<file path="src/rtl/mux_pipe_stage.sv">
// ---------------------------------------------------------------------------
// mux_pipe_stage
//
// Purpose:
//   Parametrised N:1 data selector feeding a registered valid/ready output
//   stage. A one-entry skid buffer absorbs a downstream stall so that
//   in_ready never depends combinationally on out_ready.
//
// Parameters:
//   WIDTH   data bits per input channel
//   NUM_IN  number of input channels (>= 2)
//   SEL_W   select width, 2**SEL_W >= NUM_IN
//
// Ports:
//   clk          rising-edge clock
//   rst          synchronous reset, active-high
//   in_data      packed channels, channel k at [k*WIDTH +: WIDTH]
//   in_sel       channel index for this beat
//   in_valid     upstream beat present
//   in_ready     stage can accept a beat (registered, = ~skid_valid)
//   out_data     selected, registered data
//   out_sel_err  beat was produced from an out-of-range select
//   out_valid    output beat present
//   out_ready    downstream accepts the beat
// ---------------------------------------------------------------------------
module mux_pipe_stage #(
    parameter int WIDTH  = 32,
    parameter int NUM_IN = 4,
    parameter int SEL_W  = 2
) (
    input  logic                    clk,
    input  logic                    rst,
    input  logic [NUM_IN*WIDTH-1:0] in_data,
    input  logic [SEL_W-1:0]        in_sel,
    input  logic                    in_valid,
    output logic                    in_ready,
    output logic [WIDTH-1:0]        out_data,
    output logic                    out_sel_err,
    output logic                    out_valid,
    input  logic                    out_ready
);

    // One extra bit so NUM_IN == 2**SEL_W still compares correctly.
    localparam logic [SEL_W:0] NUM_IN_L = (SEL_W + 1)'(NUM_IN);

    logic [WIDTH-1:0] sel_data_s;
    logic             sel_err_s;

    logic [WIDTH-1:0] main_data_q, main_data_d;
    logic             main_err_q,  main_err_d;
    logic             main_valid_q, main_valid_d;
    logic [WIDTH-1:0] skid_data_q, skid_data_d;
    logic             skid_err_q,  skid_err_d;
    logic             skid_valid_q, skid_valid_d;

    logic             in_xfer_s;
    logic             main_free_s;

    // Channel select: out-of-range indices match no channel, so data is zero.
    always_comb begin
        sel_data_s = {WIDTH{1'b0}};
        for (int k = 0; k < NUM_IN; k++) begin
            sel_data_s = (in_sel == SEL_W'(k)) ? in_data[k*WIDTH +: WIDTH]
                                               : sel_data_s;
        end
        sel_err_s = ({1'b0, in_sel} >= NUM_IN_L);
    end

    // Next-state for main register and skid entry.
    always_comb begin
        main_data_d  = main_data_q;
        main_err_d   = main_err_q;
        main_valid_d = main_valid_q;
        skid_data_d  = skid_data_q;
        skid_err_d   = skid_err_q;
        skid_valid_d = skid_valid_q;

        // Input can only be taken while the skid is empty.
        in_xfer_s   = in_valid & ~skid_valid_q;
        // Main can take a new beat when empty or when its beat leaves now.
        main_free_s = ~main_valid_q | out_ready;

        if (main_free_s) begin
            if (skid_valid_q) begin
                // Oldest buffered beat goes first to preserve ordering.
                main_data_d  = skid_data_q;
                main_err_d   = skid_err_q;
                main_valid_d = 1'b1;
                skid_valid_d = 1'b0;
            end else if (in_xfer_s) begin
                main_data_d  = sel_data_s;
                main_err_d   = sel_err_s;
                main_valid_d = 1'b1;
            end else begin
                // Data is left in place; only the valid flag drops.
                main_valid_d = 1'b0;
            end
        end else begin
            if (in_xfer_s) begin
                skid_data_d  = sel_data_s;
                skid_err_d   = sel_err_s;
                skid_valid_d = 1'b1;
            end else begin
                skid_valid_d = skid_valid_q;
            end
        end
    end

    // State registers with synchronous reset overriding all transfers.
    always_ff @(posedge clk) begin
        if (rst) begin
            main_data_q  <= {WIDTH{1'b0}};
            main_err_q   <= 1'b0;
            main_valid_q <= 1'b0;
            skid_data_q  <= {WIDTH{1'b0}};
            skid_err_q   <= 1'b0;
            skid_valid_q <= 1'b0;
        end else begin
            main_data_q  <= main_data_d;
            main_err_q   <= main_err_d;
            main_valid_q <= main_valid_d;
            skid_data_q  <= skid_data_d;
            skid_err_q   <= skid_err_d;
            skid_valid_q <= skid_valid_d;
        end
    end

    assign in_ready    = ~skid_valid_q;
    assign out_data    = main_data_q;
    assign out_sel_err = main_err_q;
    assign out_valid   = main_valid_q;

endmodule

</file>
<file path="config.mk">
export PLATFORM = sky130hd
export DESIGN_NAME = mux_pipe_stage
export DESIGN_NICKNAME = d
export VERILOG_FILES = /design/src/rtl/mux_pipe_stage.sv
export SDC_FILE = /design/constraint.sdc
export NUM_CORES = 1
export LEC_CHECK = 0
export CAP_MARGIN = 20
export CORE_ASPECT_RATIO = 2
export CORE_UTILIZATION = 44
export DETAILED_ROUTE_END_ITERATION = 7
export PLACE_DENSITY = 0.86
export SLEW_MARGIN = 20
export SYNTH_ARGS = -nofsm -noshare
export SYNTH_HDL_FRONTEND = slang
export SYNTH_SLANG_ARGS = --single-unit
</file>
<file path="constraint.sdc">
create_clock -name clk -period 2.9 [get_ports clk]
set_clock_uncertainty 0.2 [all_clocks]
set_input_delay 0.29 -clock clk [delete_from_list [all_inputs] [get_ports clk]]
set_output_delay 0.29 -clock clk [all_outputs]
set_load 0.05 [all_outputs]
</file>
==> results.py, run 1 <==
metrics = {
    "status": {
        "status": "finished clean",
    },
    "power_and_ir_drop": {
        "power_frac_clock_pct": 40.2,
        "powerDensity_nw_per_um2": 530,
        "peakVddDrop_mv": 0.311,
        "pwr-share-seq_pct": 34.2,
        "pwr-share-comb_pct": 25.6,
        "netSwitchingFraction_pct": 28.2,
        "power.switching_w": 0.000825,
        "p_int_w": 0.00210,
        "p_leak_nw": 2.00,
    },
    "drt": {
        "num_vias": 3315,
        "drc_errors": 0,
        "drt-pass1-iter-count": 4,
        "postRouteWirelength_mm": 11.1,
        "routed_via_density": 5.92,
        "drtIter0Drc": 172,
        "ant_nets": 0,
        "wire_per_inst_um": 19.9,
    },
    "setup_path": {
        "crit_type": "reg -> out",
        "path_buf_inv": 1,
        "crit_slowest_cell": "clkdlybuf4s50_1",
        "cp_max_fo": 4,
        "worstPathArrival_ns": 1.67,
        "crit_start": "out_valid",
        "rr_startpoint": "skid_valid_q",
        "reg2reg_depth": 4,
        "rrSetupSlack_ns": 0.75,
        "worstReg2RegEnd": "out_data[10]",
        "cp-end-kind": "output port",
        "critPathLaunchType": "register",
        "cp_top_family": "buffers and inverters",
        "crit_chain": "clkdlybuf4s50_1",
        "slowest_delay_ns": 0.87,
        "cp_data_required_time_ns": 2.41,
    },
    "sta": {
        "slew_headroom_pct": 59.6,
        "timing.final.crit_share_pct": 74.5,
        "final.setup.tns_ns": 0,
        "setup_viol": 0,
        "period_needed_ns": 2.16,
        "grt_setup_unrepaired": "no",
        "worst_pin_slew_ns": 0.604,
        "max_freq_mhz": 463,
        "slew_viol_final": 0,
        "finalHoldViolations": 0,
    },
    "clock_network": {
        "path_clk_slew_ns": 0.06,
        "cts_tree": "built",
        "htree_levels": 3,
        "ctsRootBufferMaster": "clkbuf_16",
        "clkLatencyLatePin_ns": 0.33,
        "hold_buffers": 0,
        "cts_resized": 0,
        "post_cts_buffers": 0,
        "cts-buffers-inserted": 9,
        "cts_buffer_depth": 2,
        "clock_sinks": 66,
    },
    "synthesis": {
        "netlist_area_um2": 3510,
        "synth_common_cells": "66 x dfxtp_1, 64 x nand2_1, 34 x a21oi_1, 32 x a22o_1, 32 x mux4_2",
        "synth_enable_flop_cells": 0,
        "synth_area_leader_cell": "dfxtp_1",
        "syn_inst": 305,
        "yosys_warnings": 0,
        "ys_types": 22,
        "synth_ff_type": "dfxtp_1",
        "yosysTopAreaCellShare_pct": 37.6,
        "syn_nets": 439,
        "synthTopCellsByArea": "dfxtp_1 38%, mux4_2 21%, a311oi_2 12%",
        "synth_seq_area_share_pct": 37.6,
        "yosysMostFrequentCell": "dfxtp_1",
        "yosys_register_bits": 66,
        "avgSynthCellArea_um2": 11.5,
        "async_flop_share_pct": 0,
    },
    "cells_and_area": {
        "stdcell_count": 560,
        "drive_above_1_share_pct": 21.0,
        "synthToLayoutAreaGrowth_pct": 57.3,
        "antennaDiodeCount": 0,
        "nets": 595,
    },
    "floorplan": {
        "die_width_um": 65.2,
        "coreArea_um2": 7660,
        "rows": 45,
        "start_util_pct": 45.8,
        "die_h_um": 128,
        "pin_count": 169,
        "fp.dieArea_um2": 8360,
    },
    "placement": {
        "gp_congestion": 0.791,
        "numPortBuffers": 167,
        "post-place-cells": 544,
        "dp_hpwl_mm": 8.00,
    },
    "grt": {
        "grt_max_degree": 35,
        "gr-usage-all-layers_pct": 27.7,
        "grt_first_pass_wirelength_mm": 17.4,
        "antenna_found_initial": 0,
        "grt_pass1_vias": 3574,
        "grt_overflow": 0,
    },
    "hold_path": {
        "whs_endpoint": "skid_data_q[18]",
        "min_path_cells": 3,
        "hold_start": "rst",
        "hold_path_class": "in -> reg",
    },
    "run": {
        "maxCapViolCount": 0,
    },
}
[per-stage QoR]
step	setup WS [ns]	power [W]	util [%]	hold slack [ns]	area (um^2)
4_1_cts	0.717	0.00293	72.1	0.220	5520
6_report	0.740	0.00293	72.1	0.222	5520
3_3_place_gp	0.659	0.00174	67.9	0.261	5200
2_1_floorplan	1.09	0.00144	-	0.250	3510
5_1_grt	0.557	0.00303	72.1	0.238	5520
3_5_place_dp	0.595	0.00176	67.9	0.265	5200
[power groups by stage]
stage | logic [W] | clock network (W) | registers (W)
after detailed placement | 0.000746 | 0 | 0.00102
after global routing | 0.000790 | 0.00123 | 0.00100
after CTS | 0.000751 | 0.00118 | 0.000998
final | 0.000749 | 0.00118 | 0.000999
after global placement | 0.000727 | 0 | 0.00102
after floorplan | 0.000290 | 0 | 0.00115
[how the worst max path moves through the flow]
stage	end	cells after the start
2_1_floorplan	skid_data_q[0]	5
3_3_place_gp	out_data[25]	5
3_5_place_dp	out_data[0]	5
4_1_cts	out_valid	1
5_1_grt	out_data[10]	4
6_report	out_valid	1
[cell usage in the layout (no fill, tap or decap), drive strengths merged]
master	count
a21oi	34
a22o	32
a311oi	32
a41oi	1
buf	17
bufinv	2
clkbuf	9
clkdlybuf4s50	164
clkinv	3
conb	1
dfxtp	66
inv	4
mux4	32
nand2	64
nand2b	1
nor2	1
nor3	1
nor4b	1
or2	1
[sequential cells by signal, summed over array words and instances (netlist names)]
signal and flops:
out_data 32, out_valid 1, skid_data_q 32, skid_valid_q 1
[final cells by class]
class	count	area, um^2
clock buffers	9	225
clock inverters	7	100
fillers	580	2140
inverters	2	7.51
multi-input cells	201	1960
flip-flops and latches	66	1320
well taps	94	118
repair buffers	181	1790
[logic make-up after synthesis]
group / synth area share [%]
flops: 37.6
other cells: 0.107
buf+inv: 7.16
mux: 20.5
compound gates: 26.4
simple gates: 8.13
[routing by layer]
layer	global-route usage, %	part of all wire (%)	routed length [um]	up-vias
met1	29.4	34	3780	1614
li1	-	-	-	1495
met3	5.25	6.1	677	42
met5	0	0	0	-
met4	19.3	5.6	623	0
met2	47.7	54	6050	164
(Power assumes the default switching activity.)
==> run 2: changes to the inputs <==
--- a/config.mk
+++ b/config.mk
@@ -7,9 +7,9 @@
 export LEC_CHECK = 0
 export CAP_MARGIN = 20
 export CORE_ASPECT_RATIO = 2
-export CORE_UTILIZATION = 44
+export CORE_UTILIZATION = 41
 export DETAILED_ROUTE_END_ITERATION = 7
-export PLACE_DENSITY = 0.86
+export PLACE_DENSITY = 0.81
 export SLEW_MARGIN = 20
 export SYNTH_ARGS = -nofsm -noshare
 export SYNTH_HDL_FRONTEND = slang
==> constraint.sdc (replaced) <==
create_clock -name clk -period 2 [get_ports clk]
set_clock_uncertainty 0.2 [all_clocks]
set_input_delay 0.2 -clock clk [delete_from_list [all_inputs] [get_ports clk]]
set_output_delay 0.2 -clock clk [all_outputs]
set_load 0.05 [all_outputs]
==> results.py, run 2 (synthesis gave the netlist of run 1 again) <==
metrics = {
    "setup_path": {
        "cp-endpoint": "out_data[25]",
        "crit_slowest_cell": "clkdlybuf4s50_1",
        "worstPathArrival_ns": 1.54,
        "cp_top_family": "buffers and inverters",
        "rr_startpoint": "skid_valid_q",
        "slowest_delay_ns": 0.87,
        "crit_chain": "clkdlybuf4s50_1",
        "worstReg2RegEnd": "out_data[11]",
        "rrSetupSlack_ns": 0.33,
        "crit_cells": 1,
        "cp_data_required_time_ns": 1.60,
        "cp-end-kind": "output port",
        "critPathLaunchType": "register",
        "crit_type": "reg -> out",
        "crit_start": "out_data[25]",
        "path_buf_inv": 1,
        "reg2reg_depth": 5,
        "cp_max_fo": 2,
    },
    "drt": {
        "drtIter0Drc": 248,
        "wire_per_inst_um": 18.5,
        "drc_errors": 0,
        "routed_via_density": 5.80,
        "ant_nets": 0,
        "postRouteWirelength_mm": 10.5,
        "drt-pass1-iter-count": 5,
        "num_vias": 3290,
    },
    "placement": {
        "dp_hpwl_mm": 7.97,
        "numPortBuffers": 167,
        "dp_worst_setup_slack_ns": 0.140,
        "gp_congestion": 0.795,
    },
    "cells_and_area": {
        "synthToLayoutAreaGrowth_pct": 57.8,
        "fill_cells": 620,
        "antennaDiodeCount": 0,
        "layout_common_cells": "159 x clkdlybuf4s50_1, 66 x dfxtp_1, 64 x nand2_1, 33 x a21oi_1",
        "nets": 598,
        "multiInputGateArea_um2": 1960,
        "drive_above_1_share_pct": 22.4,
        "mostFrequentLayoutCell": "clkdlybuf4s50_1",
        "regArea_um2": 1320,
    },
    "sta": {
        "setup_viol": 0,
        "timing.final.crit_share_pct": 96.9,
        "slew_headroom_pct": 60.7,
        "worst_pin_slew_ns": 0.588,
        "max_freq_mhz": 516,
        "slew_viol_final": 0,
        "grt_setup_unrepaired": "no",
        "final.setup.tns_ns": 0,
        "finalHoldViolations": 0,
        "period_needed_ns": 1.94,
        "finalWorstSetupSlack_ns": 0.0621,
    },
    "grt": {
        "gr-usage-all-layers_pct": 25.1,
        "grt_first_pass_wirelength_mm": 16.6,
        "grt_overflow": 0,
        "grt_max_degree": 33,
        "antenna_found_initial": 0,
        "grt_pass1_vias": 3504,
    },
    "run": {
        "maxCapViolCount": 0,
    },
    "floorplan": {
        "coreArea_um2": 8290,
        "pin_count": 169,
        "start_util_pct": 42.3,
        "die_h_um": 133,
        "die_width_um": 67.4,
        "fp.dieArea_um2": 8960,
        "rows": 47,
    },
    "clock_network": {
        "ctsRootBufferMaster": "clkbuf_16",
        "path_clk_slew_ns": 0.05,
        "htree_levels": 3,
        "cts_buffer_depth": 2,
        "cts_tree": "built",
        "post_cts_buffers": 0,
        "cts_resized": 0,
        "clkLatencyLatePin_ns": 0.33,
        "hold_buffers": 0,
        "cts-buffers-inserted": 9,
        "clock_sinks": 66,
    },
    "power_and_ir_drop": {
        "powerDensity_nw_per_um2": 749,
        "peakVddDrop_mv": 0.525,
        "p_leak_nw": 2.02,
    },
    "status": {
        "status": "finished clean",
    },
    "hold_path": {
        "min_path_cells": 2,
        "hold_path_class": "in -> reg",
    },
}
-- run 2: metrics by stage --
stage	std cells	hold WS (ns)	instance area [um^2]	power [W]	util [%]
2_1_floorplan	305	0.185	3510	0.00209	-
3_3_place_gp	551	0.261	5220	0.00253	63.0
3_5_place_dp	551	0.265	5220	0.00256	63.0
4_1_cts	567	0.0557	5540	0.00417	66.8
5_1_grt	567	0.0857	5540	0.00430	66.8
6_report	567	0.0638	5540	0.00415	66.8
-- run 2: layout make-up --
cell class | count | area share, %
clock buffer | 13 | 4.88
inverter | 2 | 0.136
tap | 98 | 2.21
clock inverter | 3 | 0.836
sequential | 66 | 23.8
multi-input combinational | 201 | 35.4
timing repair buffer | 184 | 32.7
-- run 2: worst min-delay path by stage --
stage	startpoint	to	slack, ns
floorplan	in_valid	skid_valid_q	0.18
global placement	skid_data_q[18]	skid_data_q[18]	0.26
detailed placement	skid_data_q[14]	skid_data_q[14]	0.27
CTS	rst	out_data[2]	0.06
global route	rst	out_data[25]	0.09
finish	rst	out_data[2]	0.06
-- run 2: layer usage --
layer,up-vias,GRT usage [%],routed length [um]
met1,1589,25.3,3430
met2,159,44.8,6010
met5,-,0,0
met3,36,4.31,563
met4,0,15.8,502
li1,1506,-,-
-- run 2: where the power goes --
group / internal [W] / switching, W / total (W)
Combinational: 0.000551 / 0.000534 / 0.00109
Sequential: 0.00140 / 0.0000485 / 0.00145
Clock: 0.00107 / 0.000551 / 0.00162
Total: 0.00302 / 0.00113 / 0.00415
